$ cat src/rtl/mcp_datapath.sv
// -----------------------------------------------------------------------------
// mcp_datapath
//
// Multicycle MIPS datapath. This block is driven by the multicycle controller:
// it takes the controller's strobes and selects, and returns op, funct and zero
// to it. It holds the architectural and inter-cycle registers (PC, IR, MDR, A,
// B, ALUOut) and a 32 x 32 register file. It also drives one unified
// instruction/data memory port.
//
// Parameters
//   WIDTH     datapath width (only 32 is meaningful for MIPS encodings)
//   RESET_PC  value loaded into PC while reset is asserted
//
// Ports
//   clk         clock; every register updates on the rising edge
//   reset       asynchronous, active-high; clears all state, loads RESET_PC
//   pcen        PC load enable (the controller has already folded branch&zero in)
//   irwrite     IR load enable
//   regwrite    register-file write enable
//   alusrca     0: srcA = PC,      1: srcA = A
//   iord        0: adr = PC,       1: adr = ALUOut
//   memtoreg    0: wd3 = ALUOut,   1: wd3 = MDR
//   regdst      0: wa3 = IR[20:16], 1: wa3 = IR[15:11]
//   alusrcb     00 B, 01 4, 10 sext(imm), 11 sext(imm) << 2
//   pcsrc       00 ALU result, 01 ALUOut, 10 jump target, 11 hold PC
//   alucontrol  010 add, 110 sub, 000 and, 001 or, 111 slt (others give 0)
//   readdata    memory read data for the current adr
//   op          IR[31:26]
//   funct       IR[5:0]
//   zero        ALU result == 0, combinational from the current selects
//   adr         memory address
//   writedata   memory write data (the B register)
// -----------------------------------------------------------------------------
module mcp_datapath #(
  parameter int               WIDTH    = 32,
  parameter logic [WIDTH-1:0] RESET_PC = '0
) (
  input  logic             clk,
  input  logic             reset,
  input  logic             pcen,
  input  logic             irwrite,
  input  logic             regwrite,
  input  logic             alusrca,
  input  logic             iord,
  input  logic             memtoreg,
  input  logic             regdst,
  input  logic [1:0]       alusrcb,
  input  logic [1:0]       pcsrc,
  input  logic [2:0]       alucontrol,
  input  logic [WIDTH-1:0] readdata,
  output logic [5:0]       op,
  output logic [5:0]       funct,
  output logic             zero,
  output logic [WIDTH-1:0] adr,
  output logic [WIDTH-1:0] writedata
);

  // ALU operation encodings as issued by the controller
  localparam logic [2:0] ALU_AND = 3'b000;
  localparam logic [2:0] ALU_OR  = 3'b001;
  localparam logic [2:0] ALU_ADD = 3'b010;
  localparam logic [2:0] ALU_SUB = 3'b110;
  localparam logic [2:0] ALU_SLT = 3'b111;

  // ---------------------------------------------------------------------------
  // State registers
  // ---------------------------------------------------------------------------
  logic [WIDTH-1:0] pc_reg;
  logic [WIDTH-1:0] ir_reg;
  logic [WIDTH-1:0] mdr_reg;
  logic [WIDTH-1:0] a_reg;
  logic [WIDTH-1:0] b_reg;
  logic [WIDTH-1:0] aluout_reg;
  logic [WIDTH-1:0] rf [32];

  // ---------------------------------------------------------------------------
  // Instruction field decode
  // ---------------------------------------------------------------------------
  logic [4:0]       rs;
  logic [4:0]       rt;
  logic [4:0]       rd;
  logic [4:0]       wa3;
  logic [WIDTH-1:0] wd3;
  logic [WIDTH-1:0] imm_ext;
  logic [WIDTH-1:0] imm_sh2;
  logic [WIDTH-1:0] jump_target;

  assign rs = ir_reg[25:21];
  assign rt = ir_reg[20:16];
  assign rd = ir_reg[15:11];

  assign wa3 = regdst   ? rd      : rt;
  assign wd3 = memtoreg ? mdr_reg : aluout_reg;

  // Sign extension replicates IR[15]; the word shift drops the top two bits.
  assign imm_ext = {{(WIDTH-16){ir_reg[15]}}, ir_reg[15:0]};
  assign imm_sh2 = {imm_ext[WIDTH-3:0], 2'b00};

  // Jump keeps the PC's top nibble as it stands at this edge. After a fetch
  // that already holds PC+4, which is the MIPS delay-slot-free semantics.
  assign jump_target = {pc_reg[WIDTH-1:WIDTH-4], ir_reg[25:0], 2'b00};

  // ---------------------------------------------------------------------------
  // Register file read ports (combinational from the current IR).
  // r0 is never written, but the explicit mux keeps it hard-wired to zero
  // independently of what the storage holds.
  // ---------------------------------------------------------------------------
  logic [WIDTH-1:0] rd1;
  logic [WIDTH-1:0] rd2;

  assign rd1 = (rs == 5'd0) ? '0 : rf[rs];
  assign rd2 = (rt == 5'd0) ? '0 : rf[rt];

  // ---------------------------------------------------------------------------
  // ALU operand selection
  // ---------------------------------------------------------------------------
  logic [WIDTH-1:0] src_a;
  logic [WIDTH-1:0] src_b;

  assign src_a = alusrca ? a_reg : pc_reg;

  always_comb begin
    src_b = b_reg;
    case (alusrcb)
      2'b00:   src_b = b_reg;
      2'b01:   src_b = WIDTH'(4);
      2'b10:   src_b = imm_ext;
      2'b11:   src_b = imm_sh2;
      default: src_b = b_reg;
    endcase
  end

  // ---------------------------------------------------------------------------
  // ALU. Add/sub wrap modulo 2^WIDTH with no overflow reporting; slt compares
  // as signed. Codes the controller never issues yield zero.
  // ---------------------------------------------------------------------------
  logic [WIDTH-1:0] alu_result;
  logic             slt_bit;

  assign slt_bit = ($signed(src_a) < $signed(src_b));

  always_comb begin
    alu_result = '0;
    case (alucontrol)
      ALU_AND: alu_result = src_a & src_b;
      ALU_OR:  alu_result = src_a | src_b;
      ALU_ADD: alu_result = src_a + src_b;
      ALU_SUB: alu_result = src_a - src_b;
      ALU_SLT: alu_result = {{(WIDTH-1){1'b0}}, slt_bit};
      default: alu_result = '0;
    endcase
  end

  assign zero = (alu_result == '0);

  // ---------------------------------------------------------------------------
  // Next-PC selection
  // ---------------------------------------------------------------------------
  logic [WIDTH-1:0] pc_next;

  always_comb begin
    pc_next = pc_reg;
    case (pcsrc)
      2'b00:   pc_next = alu_result;
      2'b01:   pc_next = aluout_reg;
      2'b10:   pc_next = jump_target;
      2'b11:   pc_next = pc_reg;
      default: pc_next = pc_reg;
    endcase
  end

  // ---------------------------------------------------------------------------
  // Datapath registers
  // A and B always sample the register file through the read ports, so on an
  // edge that also writes the file they capture the old value (no bypass).
  // ---------------------------------------------------------------------------
  always_ff @(posedge clk or posedge reset) begin
    if (reset) begin
      pc_reg     <= RESET_PC;
      ir_reg     <= '0;
      mdr_reg    <= '0;
      a_reg      <= '0;
      b_reg      <= '0;
      aluout_reg <= '0;
    end else begin
      if (pcen) begin
        pc_reg <= pc_next;
      end
      if (irwrite) begin
        ir_reg <= readdata;
      end
      mdr_reg    <= readdata;
      a_reg      <= rd1;
      b_reg      <= rd2;
      aluout_reg <= alu_result;
    end
  end

  // ---------------------------------------------------------------------------
  // Register file storage. The whole file clears on reset, so it is held in
  // flops rather than a RAM macro. Writes aimed at r0 are discarded.
  // ---------------------------------------------------------------------------
  always_ff @(posedge clk or posedge reset) begin
    if (reset) begin
      for (int i = 0; i < 32; i++) begin
        rf[i] <= '0;
      end
    end else if (regwrite && (wa3 != 5'd0)) begin
      rf[wa3] <= wd3;
    end
  end

  // ---------------------------------------------------------------------------
  // Outputs
  // ---------------------------------------------------------------------------
  assign op        = ir_reg[31:26];
  assign funct     = ir_reg[5:0];
  assign adr       = iord ? aluout_reg : pc_reg;
  assign writedata = b_reg;

endmodule
$ cat config.mk
export PLATFORM = sky130hd
export DESIGN_NAME = mcp_datapath
export DESIGN_NICKNAME = d
export VERILOG_FILES = /design/src/rtl/mcp_datapath.sv
export SDC_FILE = /design/constraint.sdc
export NUM_CORES = 2
export LEC_CHECK = 0
export BUFFER_PORTS_ARGS = -buffer_cell sky130_fd_sc_hd__buf_4
export CELL_PAD_IN_SITES_DETAIL_PLACEMENT = 2
export CELL_PAD_IN_SITES_GLOBAL_PLACEMENT = 2
export CORE_ASPECT_RATIO = 0.6
export CORE_MARGIN = 2
export CORE_UTILIZATION = 30
export CTS_CLUSTER_DIAMETER = 40
export DETAILED_ROUTE_END_ITERATION = 6
export HOLD_SLACK_MARGIN = 0.1
export PLACE_DENSITY = 0.6
export SKIP_CTS_REPAIR_TIMING = 1
export SLEW_MARGIN = 20
export SYNTH_ARGS = -nofsm -noshare
export SYNTH_HDL_FRONTEND = slang
export SYNTH_SLANG_ARGS = --single-unit
$ cat constraint.sdc
create_clock -name clk -period 88.6 [get_ports clk]
set_input_delay 8.86 -clock clk [delete_from_list [all_inputs] [get_ports clk]]
set_output_delay 8.86 -clock clk [all_outputs]
set_load 0.005 [all_outputs]
# Yosys cells after proc, flatten, opt, wreduce, memory -nomap -nowiden

Cells that the tools add are included.

Input bits: 48
Word-level logic and storage cells: 92
Flip-flop bits (word level): 1216
Output and inout port bits: 77

Equal/unequal tests: 10
Bitwise gates (word level): 7
Muxes and demuxes: 18
Reductions and logical operators: 11
$add $sub $neg: 2
Magnitude comparators: 5

Operator list:

| cell               | number |
|---|---|
| $bwmux 1024        | 1 |
| $bmux 32 s5        | 2 |
| $mux 32            | 10 |
| $demux 32 s5       | 1 |
| $pmux 32 s5        | 1 |
| $pmux 32 s4        | 1 |
| $pmux 32 s3        | 1 |
| $add 32x32->32     | 1 |
| $and 32x32->32     | 1 |
| $logic_not 32->1   | 1 |
| $lt 32x32->1       | 1 |
| $or 32x32->32      | 1 |
| $sub 32x32->32     | 1 |
| $ge 6x6->1 const B | 3 |
| $not 5->6          | 3 |
| $logic_not 5->1    | 2 |
| $eq 2x2->1 const B | 4 |
| $eq 3x3->1 const B | 2 |
| $lt 6x1->1 const B | 1 |
| $mux 5             | 1 |
| $reduce_bool 5->1  | 1 |
| $eq 2x1->1 const B | 2 |
| $logic_not 2->1    | 2 |
| $eq 3x1->1 const B | 1 |
| other kinds (6)    | 8 |

# Depth between registers and ports, before layout

Word-level depth: 7
Depth in mapped cells: 19
Mapped depth without buffers: 17

# Least setup slack after synthesis

OpenSTA, ideal clock, no wires.

Path type: input to output
Start point: in alusrca
End point: out zero
Buffers on the path: 2
Cell stages on the path: 17
Data required time: 79.740 ns
Data arrival time: 13.140 ns
Slack: 66.600 ns
Path through: clkbuf_1 -> clkbuf_1 -> mux2i_1 -> inv_1 -> ha_1 -> o21ba_2 -> o211ai_1 -> nand3_1 -> a32o_1 -> or4_1 -> or4_4 -> nor4_2 -> or4b_1 -> nor4_2 -> nand3b_1 -> nor4_1 -> and4b_1

Longest elaborated chain between the ends: 4
Elaborated cells between the ends (all ways): 8
Classes of those cells: 2 x add/sub; 1 x order compare; 2 x mux; 2 x bitwise; 1 x reduce/logical

RTL lines:

| element                                | line | text |
|---|---|---|
| from (decl)                            | 43   | `input logic alusrca,` |
| $mux 32 (*)                            | 120  | `assign src_a = alusrca ? a_reg : pc_reg;` |
| $sub 32x32->32 (tied with other cells) | 148  | `ALU_SUB: alu_result = src_a - src_b;` |
| $pmux 32 s5 (*)                        | 144  | `case (alucontrol)` |
| named net alu_result[3]                | 137  | `logic [WIDTH-1:0] alu_result;` |
| $logic_not 32->1 (*)                   | 154  | `assign zero = (alu_result == '0);` |
| to (decl)                              | 53   | `output logic zero,` |

Mark *: on every way through the listed nets, which the timed path passes. The rest lies on a longest branch.

# Worst setup path after layout

Ends and elaborated chain as after synthesis.

==> key figures <==
STA
  • Tcrit/Tclk final: between 20 and 30%
  • Setup Skew: approximately 0.054 ns
  • Final setup violation count: 0
  • Setup Total Neg Slack: 0 ns
  • Slew @ Worst Pin: 1.15 ns
  • Fmax: between 0.04 and 0.05 GHz
  • Slew margin rel.: roughly 22%
  • Final Hold Fails: 0
  • Final slew viol count: 0
  • Final Critical Period: approximately 24 ns
  • Worst hold slack: between 0.4 and 0.5 ns
  • RSZ-0062 raised after global routing: false

Synth
  • Synth Instances: roughly 6,000
  • Yosys cell types: 82
  • Synthesized area: 64,800 um^2
  • Syn. warnings: 0
  • Synthesized flop and latch total: 1,216
  • FFs w/ async S/R, synth: 100%
  • Area leader, netlist: dfrtp_1
  • Ranking of synthesized cells by area: dfrtp_1 (47%), mux4_2 (16%), a21oi_1 (8.7%)
  • Synthesized area per cell: ~11 um^2
  • Top-area cell type share of the netlist area: ~47%
  • Synthesized Nets: approximately 6,200
  • Synth Flop Type: dfrtp_1
  • Seq/Total Area, Yosys: between 40% and 50%
  • Number of synthesized flops with an enable pin: 0

Run
  • MaxCap Viol Count: 0

Final layout
  • Fin nets: between 5,000 and 6,000
  • Commonest non-fill, non-tap cell in the layout: dfrtp_1
  • Fillcell total: 22,600
  • Commonest non-fill, non-tap cells in the layout: dfrtp_1 (1,206), nor2_1 (1,144), a21oi_1 (1,129), mux4_2 (462), buf_4 (261)
  • Fraction of layout cells with a size suffix above 1: between 20% and 30%
  • Max reg flops: slightly above 1,000
  • Register bank with the most flops: rf
  • Layout area overhead: 15.3%
  • Final core utilization: a little over a third

Floorplan
  • FP Rows: between 100 and 150
  • Ports: between 100 and 150
  • Core area: around 220,000 um^2
  • Initial core utilization: about 30%
  • Die Height: 364 um
  • Die area: 220,000 um^2
  • Die Width: ~600 um

Clock network
  • CTS tree: built
  • Clock Tree Buf Depth: 4
  • Worst skew pair latency: around 0.85 ns
  • Root Driver: clkbuf_16
  • Clock sink count: 1,216
  • Reg clk slew, reported paths: roughly 0.06 ns
  • H-Tree Depth: 4
  • CTS Buf Count: about 170

Placed design
  • Port bufs: approximately 120
  • Post-detail-place hpwl: 174,000 um
  • Routability cong.: 0.911

Critical path
  • Critical Path RT: approximately 80 ns
  • WP data arrival: between 15 and 20 ns
  • Worst Path Max Fanout: 18
  • CP Launch Type: primary input
  • WS Path Type: primary input to primary output
  • CP endpoint kind: primary output

Drt
  • # DRC: 0
  • Vias per inst: ~5.8
  • Wire length on met3: 16,500 um
  • WL met1: 137,000 um
  • Met2 routed WL: between 100,000 and 150,000 um
  • Via count: ~51,000
  • 1st-iter DRT viols: roughly 4,600
  • Routed WL per cell: 32.0 um
  • First drt pass iteration count: 5
  • Top Layer Used: met4
  • WL final: ~280,000 um
  • Post-route ant nets: 0

Global routing
  • Global-route wire length before repair: just over 400,000 um
  • Vias in the first global route: around 55,000
  • Total global-route track usage: approximately a quarter
  • Largest net degree at the start of global routing: slightly above 100
  • Initial antenna violation count: 5
  • GRT Residual Overflow: 0

Pwr
  • Pwr/cell area: around 35 nW/um^2
  • Static Leakage: 31.0 nW
  • Maximum vdd drop: between 0.000015 and 0.00002 V

Run status
  • Outcome: finished clean

Hold path
  • Min-Delay Path Class: flip-flop to flip-flop
-- kinds of logic after synthesis --
family          Yosys count  synth area share, %
flops                  1216                 47.0
compound gates         1598                 14.4
buf+inv                 712                 4.26
xor+xnor                 18                0.243
simple gates           1452                 9.10
fa+ha+maj               112                 2.19
mux                     883                 22.9
-- critical path: stages --
cell       delay, ns
buf_4           0.32
buf_4           0.52
mux2i_1         0.37
inv_1           0.16
ha_1            0.48
inv_2           0.11
a311o_1         0.44
o211ai_1        0.73
a2111oi_0       0.27
a311oi_1        0.32
o21ai_0         0.37
nor4_2          0.52
or4b_1          0.58
nor4_2          0.33
nand3b_1        0.15
nor4_1          0.29
and4b_1         0.25
buf_4           0.11
-- routing by layer --
metal	up-vias	GRT usage (%)
li1	21500	-
met1	28100	38.5
met2	1440	38.3
met3	364	4.23
met4	0	6.40
met5	-	0
-- path summary, 6_finish.rpt --
check                                             from             endpoint  slack, ns  cells after the start
worst min-delay path               rf[995]$_DFFE_PP0P_  rf[995]$_DFFE_PP0P_       0.40                      0
max in group asynchronous                        reset  rf[875]$_DFFE_PP0P_      75.02                      8
worst max-delay path                           alusrca                 zero      64.50                     18
worst max register to register  ir_reg[22]$_DFFE_PP0P_   a_reg[3]$_DFF_PP0_      83.32                      8
min in group asynchronous                        reset   rf[53]$_DFFE_PP0P_       8.17                      2
worst min register to register     rf[995]$_DFFE_PP0P_  rf[995]$_DFFE_PP0P_       0.40                      0
-- synth_stat cells, drive strengths merged (80+ instances only) --
master  instances
mux4          462
clkbuf        501
dfrtp        1216
ha            110
nor2         1176
inv           107
nand2         103
mux2i         255
a221oi         80
mux2          166
a21oi        1129
buf           104
-- stage by stage --
stage                     total power, mW  setup slack (ns)  cell area [um^2]  cells
after floorplan                      1.60             45.48             64800   5991
after global placement               1.87             64.91             68800   8535
after detailed placement             1.93             64.88             69000   8543
after CTS                            2.65             64.85             74600   8839
after global routing                 2.80             64.43             74700   8844
final                                2.64             64.50             74700   8846
-- final cells by class --
cell class                 count  area, um^2  area share, %
antenna                        3        7.51         0.0101
tap                         2881        3600           4.83
inverter                     107         409          0.548
clock inverter                93        1050           1.41
timing repair buffer         280        2400           3.21
multi-input combinational   4063       32200           43.1
sequential                  1216       30500           40.8
clock buffer                 203        4570           6.12
-- power by group --
group | internal [mW] | switching, mW
Combinational | 0.441 | 0.461
Clock | 0.413 | 0.289
Sequential | 0.807 | 0.230
Total | 1.66 | 0.980
Power figures use the tool's default switching activity.
